==> src/rtl/sprite_mover.sv <==
// Single-sprite position tracker: erases and redraws a SPR_W x SPR_H
// sprite on the VGA write port, one pixel per clock, on each move.
module sprite_mover #(
    parameter int                         SPR_W     = 2,
    parameter int                         SPR_H     = 3,
    parameter int                         X_W       = 8,
    parameter int                         Y_W       = 7,
    parameter int                         SCREEN_W  = 160,
    parameter int                         SCREEN_H  = 120,
    parameter int                         STEP      = 1,
    parameter int                         INIT_X    = 0,
    parameter int                         INIT_Y    = 60,
    parameter logic [SPR_W*SPR_H-1:0]     SPRITE    = '1,
    parameter logic [2:0]                 FG_COLOUR = 3'b111,
    parameter logic [2:0]                 BG_COLOUR = 3'b000
) (
    input  logic           clk,
    input  logic           reset_n,
    input  logic           move_up,
    input  logic           move_down,
    input  logic           move_left,
    input  logic           move_right,
    output logic [X_W-1:0] vga_x,
    output logic [Y_W-1:0] vga_y,
    output logic [2:0]     colour,
    output logic           write_en,
    output logic [X_W-1:0] pos_x,
    output logic [Y_W-1:0] pos_y,
    output logic           busy,
    output logic           done
);

    localparam int NPIX = SPR_W * SPR_H;
    localparam int PW   = (NPIX > 1) ? $clog2(NPIX) : 1;
    localparam int CXW  = (SPR_W > 1) ? $clog2(SPR_W) : 1;
    localparam int CYW  = (SPR_H > 1) ? $clog2(SPR_H) : 1;
    localparam int XS   = X_W + 2;
    localparam int YS   = Y_W + 2;

    localparam logic signed [XS-1:0] STEP_X = XS'(STEP);
    localparam logic signed [YS-1:0] STEP_Y = YS'(STEP);
    localparam logic signed [XS-1:0] MAX_X  = XS'(SCREEN_W - SPR_W);
    localparam logic signed [YS-1:0] MAX_Y  = YS'(SCREEN_H - SPR_H);

    typedef enum logic [1:0] {
        S_INIT,
        S_IDLE,
        S_ERASE,
        S_DRAW
    } state_t;

    state_t         state_q;
    logic [X_W-1:0] pos_x_q, nxt_x_q;
    logic [Y_W-1:0] pos_y_q, nxt_y_q;
    logic [CXW-1:0] cx_q;
    logic [CYW-1:0] cy_q;
    logic [PW-1:0]  pix_q;
    logic           done_q;

    logic signed [XS-1:0] tx_d;
    logic signed [YS-1:0] ty_d;
    logic [X_W-1:0]       tgt_x;
    logic [Y_W-1:0]       tgt_y;
    logic                 last_pix;
    logic                 scanning;

    // Target position, widened so edges clamp instead of wrapping.
    always_comb begin
        tx_d = signed'({2'b00, pos_x_q});
        if (move_left && !move_right)
            tx_d = tx_d - STEP_X;
        else if (move_right && !move_left)
            tx_d = tx_d + STEP_X;
        if (tx_d[XS-1])
            tx_d = '0;
        else if (tx_d > MAX_X)
            tx_d = MAX_X;

        ty_d = signed'({2'b00, pos_y_q});
        if (move_up && !move_down)
            ty_d = ty_d - STEP_Y;
        else if (move_down && !move_up)
            ty_d = ty_d + STEP_Y;
        if (ty_d[YS-1])
            ty_d = '0;
        else if (ty_d > MAX_Y)
            ty_d = MAX_Y;
    end

    assign tgt_x    = tx_d[X_W-1:0];
    assign tgt_y    = ty_d[Y_W-1:0];
    assign last_pix = (pix_q == PW'(NPIX - 1));

    always_ff @(posedge clk) begin
        if (!reset_n) begin
            state_q <= S_INIT;
            pos_x_q <= X_W'(INIT_X);
            pos_y_q <= Y_W'(INIT_Y);
            nxt_x_q <= X_W'(INIT_X);
            nxt_y_q <= Y_W'(INIT_Y);
            cx_q    <= '0;
            cy_q    <= '0;
            pix_q   <= '0;
            done_q  <= 1'b0;
        end else begin
            done_q <= 1'b0;
            unique case (state_q)
                S_INIT: begin
                    state_q <= S_DRAW;
                    cx_q    <= '0;
                    cy_q    <= '0;
                    pix_q   <= '0;
                end
                S_IDLE: begin
                    if (tgt_x != pos_x_q || tgt_y != pos_y_q) begin
                        nxt_x_q <= tgt_x;
                        nxt_y_q <= tgt_y;
                        state_q <= S_ERASE;
                        cx_q    <= '0;
                        cy_q    <= '0;
                        pix_q   <= '0;
                    end
                end
                S_ERASE, S_DRAW: begin
                    if (last_pix) begin
                        cx_q  <= '0;
                        cy_q  <= '0;
                        pix_q <= '0;
                        if (state_q == S_ERASE) begin
                            state_q <= S_DRAW;
                            pos_x_q <= nxt_x_q;
                            pos_y_q <= nxt_y_q;
                        end else begin
                            state_q <= S_IDLE;
                            done_q  <= 1'b1;
                        end
                    end else begin
                        pix_q <= pix_q + 1'b1;
                        if (cx_q == CXW'(SPR_W - 1)) begin
                            cx_q <= '0;
                            cy_q <= cy_q + 1'b1;
                        end else begin
                            cx_q <= cx_q + 1'b1;
                        end
                    end
                end
                default: state_q <= S_INIT;
            endcase
        end
    end

    assign scanning = (state_q == S_ERASE) || (state_q == S_DRAW);
    assign write_en = scanning;
    assign vga_x    = scanning ? pos_x_q + X_W'(cx_q) : '0;
    assign vga_y    = scanning ? pos_y_q + Y_W'(cy_q) : '0;

    always_comb begin
        colour = '0;
        if (state_q == S_ERASE)
            colour = BG_COLOUR;
        else if (state_q == S_DRAW)
            colour = SPRITE[pix_q] ? FG_COLOUR : BG_COLOUR;
    end

    assign pos_x = pos_x_q;
    assign pos_y = pos_y_q;
    assign busy  = (state_q != S_IDLE);
    assign done  = done_q;

endmodule

==> config.mk <==
export PLATFORM = sky130hd
export DESIGN_NAME = sprite_mover
export DESIGN_NICKNAME = d
export VERILOG_FILES = /design/src/rtl/sprite_mover.sv
export SDC_FILE = /design/constraint.sdc
export NUM_CORES = 1
export LEC_CHECK = 0
export ABC_CLOCK_PERIOD_IN_PS = 4250
export CAP_MARGIN = 20
export CORE_ASPECT_RATIO = 0.9
export CORE_MARGIN = 1
export CORE_UTILIZATION = 45
export DETAILED_ROUTE_END_ITERATION = 12
export PLACE_DENSITY_LB_ADDON = 0.15
export SYNTH_ARGS = -nofsm -noshare
export SYNTH_HDL_FRONTEND = slang
export SYNTH_SLANG_ARGS = --single-unit
export TNS_END_PERCENT = 30
==> constraint.sdc <==
create_clock -name clk -period 4.25 [get_ports clk]
set_input_delay 0.85 -clock clk [delete_from_list [all_inputs] [get_ports clk]]
set_output_delay 0.85 -clock clk [all_outputs]
set_load 0.05 [all_outputs]
==> flow_summary.toml <==
[outcome]
status = "finished clean"

[finish]
drive_gt1_share_pct = 9.84
layout.cells.non_filler = 517
num_antenna_cells = 0
finalNetCount = 441
syn2layout_area_growth_pct = 16.8

[cts]
htreeDepth = 2
cts_setup_buffers = 0
cts.sinks = 39
cts_root_buf = "clkbuf_8"
max-clock-path-buffers = 2
hold_buffers = 0
clk_pin_slew_ns = 0.07
cts_tree = "built"
cts_buffers = 5
worst_skew_pair.late_latency_ns = 0.30
cts_resized = 0

[timing]
rsz0062_at_grt = "no"
slew_headroom_pct = 35.9
fmax_mhz = 262
hold_viol_final = 0
finalCriticalPeriod_ns = 3.81
holdWs_ns = 0.458
setup_tns_ns = 0
fin_crit_sh_pct = 89.8
slew_violations = 0
setup-violations-final = 0
worst_pin_slew_ns = 0.957
clock_skew_ns = 0.0137

[power_and_ir_drop]
design_power_total_w = 0.000838
power.density_nw_per_um2 = 228
leakage_nw = 1.37
ir_drop_mv = 0.198

[logic_synthesis]
synth_ff_type = "dfxtp_1"
ys_seq_elements = 39
synth_nets = 417
yosysSeqAreaShare_pct = 24.8
syn_inst = 402
synth_warnings = 0
synth_cell_types = 72
synth_edf_count = 0
synth_area_sq_um = 3140
ys_async_sr_fraction_pct = 0
synth_area_per_cell_sq_um = 7.82

[global_routing]
grt_pass1_wl_um = 13300
antenna_found_initial = 0
gr-total-overflow = 0
grt_pass1_vias = 2645
grt_usage_pct = 22.7
grt_max_degree = 34

[drt]
drt.antenna.violating_nets = 0
firstDrtPassIters = 5
drt_iter0_drc = 202
vias_per_cell = 5.75
drc_errors = 0
routed_wl_um = 8180
vias = 2974
wl_per_cell_um = 15.8

[placed_design]
place.gp.congestion = 0.911
dpl.hpwl_um = 5920
port_buffers = 41
post-place-cells = 509

[worst_setup_path]
critPathBufInv = 1
end_kind = "register"
crit_chain = "clkdlybuf4s50_1, nand2b_1, nor3_2, o21ai_0, and2_1, nor3_1, o21ai_1, nor4b_4, o211ai_2, nand2_4, mux2i_1"
cp.required_ns = 4.46
worst_ep_arrival_time_ns = 4.02
cp_max_fo = 15
critPathLaunchType = "input pin"
crit_path_max_incr_delay_ns = 0.59
crit_type = "input pin to register"
critPathSlowestCell = "clkdlybuf4s50_1"
critical-path-top-delay-family = "simple AND/OR/NAND/NOR gates"

[floorplan]
row_count = 28
die_y_um = 81.3
die_area_sq_um = 7330
ioPinCount = 42
die_x_um = 90.1
start_util_pct = 47.2
coreArea_sq_um = 6660

[run]
cap_violations = 0

[hold_path]
worstHoldPathType = "register to register"
-- sequential cells by signal (all words and copies together), names as in the netlist --
register  count
pos_y         7
nxt_x_q       8
state_q       2
cy_q          2
pix_q         3
done          1
nxt_y_q       7
pos_x         8
cx_q          1
-- routing by layer --
metal	global-route usage [%]	vias up	part of all wire (%)
li1	-	1480	-
met1	32.7	1370	49
met2	34.4	106	42
met3	3.18	18	6.4
met4	7.90	0	1.8
met5	0	-	0
-- through the flow --
| stage | util [%] | cell area [sq um] | setup WS, ns |
|---|---|---|---|
| after floorplan | - | 3140 | 0.773 |
| after global placement | 53.5 | 3560 | 0.223 |
| after detailed placement | 53.5 | 3560 | 0.170 |
| after CTS | 55.2 | 3670 | 0.469 |
| after global routing | 55.2 | 3670 | 0.156 |
| final | 55.2 | 3670 | 0.435 |
-- final timing paths --
path	startpoint	slack, ns	cells past startpoint	endpoint
max reg2reg	pos_x[2]	0.85	10	nxt_y_q[6]
max	move_right	0.44	11	nxt_x_q[6]
min reg2reg	nxt_x_q[4]	0.46	2	pos_x[4]
min	nxt_x_q[4]	0.46	2	pos_x[4]
-- power by group --
part           switching [W]  leakage, nW  internal (W)  total, W
Combinational      0.0000904        0.996     0.0000582  0.000149
Sequential        0.00000804        0.316      0.000374  0.000382
Clock               0.000133       0.0581      0.000175  0.000308
Total               0.000232         1.37      0.000607  0.000838
-- cell usage in the layout, fill, tap and decap left out, drive strengths merged, types with 6 or more instances in the layout --
cell type      Yosys  final
clkdlybuf4s50      0     41
ha                 8      8
and2               9      9
a21oi             28     28
dfxtp             39     39
nor3               8      8
o21ai             17     17
a31oi              6      6
nand3             21     21
xnor2             11     11
or3               10     10
xor2               8      8
and3               6      6
inv               11     11
nand2             68     68
mux2i             12     12
nor2              25     25
buf               18      9
o211ai             6      6
-- worst reg2reg max path: stages, from the launching register on --
cell,delay [ns]
dfxtp_1,0.76
and2b_1,0.26
a22oi_1,0.24
xor2_1,0.21
a2111oi_4,0.37
and3b_1,0.24
or2_1,0.30
a22o_4,0.27
o211ai_2,0.12
nand2_4,0.19
o311a_1,0.36
-- cells in the mapped netlist, types with 2 or more instances --
master	instances	area share [%]
a211o_1	4	1.1
nand2_1	65	7.8
ha_1	8	3.2
o211ai_1	4	0.96
o21ai_0	13	2.1
nor2_1	25	3.0
o211ai_2	2	0.80
nand2_2	2	0.40
o311a_1	2	0.64
a31oi_1	6	1.2
or2_1	2	0.40
xor2_1	8	2.2
a32o_1	2	0.64
a2111oi_4	2	1.8
a21oi_1	28	4.5
buf_4	3	0.72
o31ai_1	2	0.48
and4_1	2	0.56
buf_6	2	0.72
buf_2	10	1.6
nor2b_1	5	0.99
nor4b_4	2	1.5
or4_1	4	0.96
nor3_1	7	1.1
o21ai_1	4	0.64
and2_1	8	1.6
nand2b_1	4	0.80
buf_1	2	0.24
nand4_1	5	0.99
and3_1	6	1.2
nand3_1	21	3.3
inv_1	11	1.3
nand3b_1	5	1.2
clkbuf_1	15	1.8
a22oi_1	3	0.72
mux2i_1	12	3.8
xnor2_1	11	3.1
and4b_1	2	0.64
a21o_1	4	0.96
dfxtp_1	39	25
or3_1	9	1.8
-- area by class of cell --
cell class | count | area (sq um)
Clock buffer | 5 | 68.8
Clock inverter | 3 | 43.8
Fill cell | 653 | 2980
Inverter | 11 | 41.3
Multi-Input combinational cell | 319 | 2150
Sequential cell | 39 | 781
Tap cell | 90 | 113
Timing Repair Buffer | 50 | 478
-- logic make-up after synthesis --
| kind of cell | after synthesis | share of synthesized area [%] |
|---|---|---|
| buffers and inverters | 44 | 7.00 |
| multiplexers | 12 | 3.82 |
| XOR/XNOR | 19 | 5.29 |
| flip-flops | 39 | 24.8 |
| AO/OA/AOI/OAI | 93 | 22.9 |
| adder cells (fa/ha/maj) | 9 | 3.82 |
| AND/OR/NAND/NOR | 186 | 32.3 |
Power figures use the tool's default switching activity.
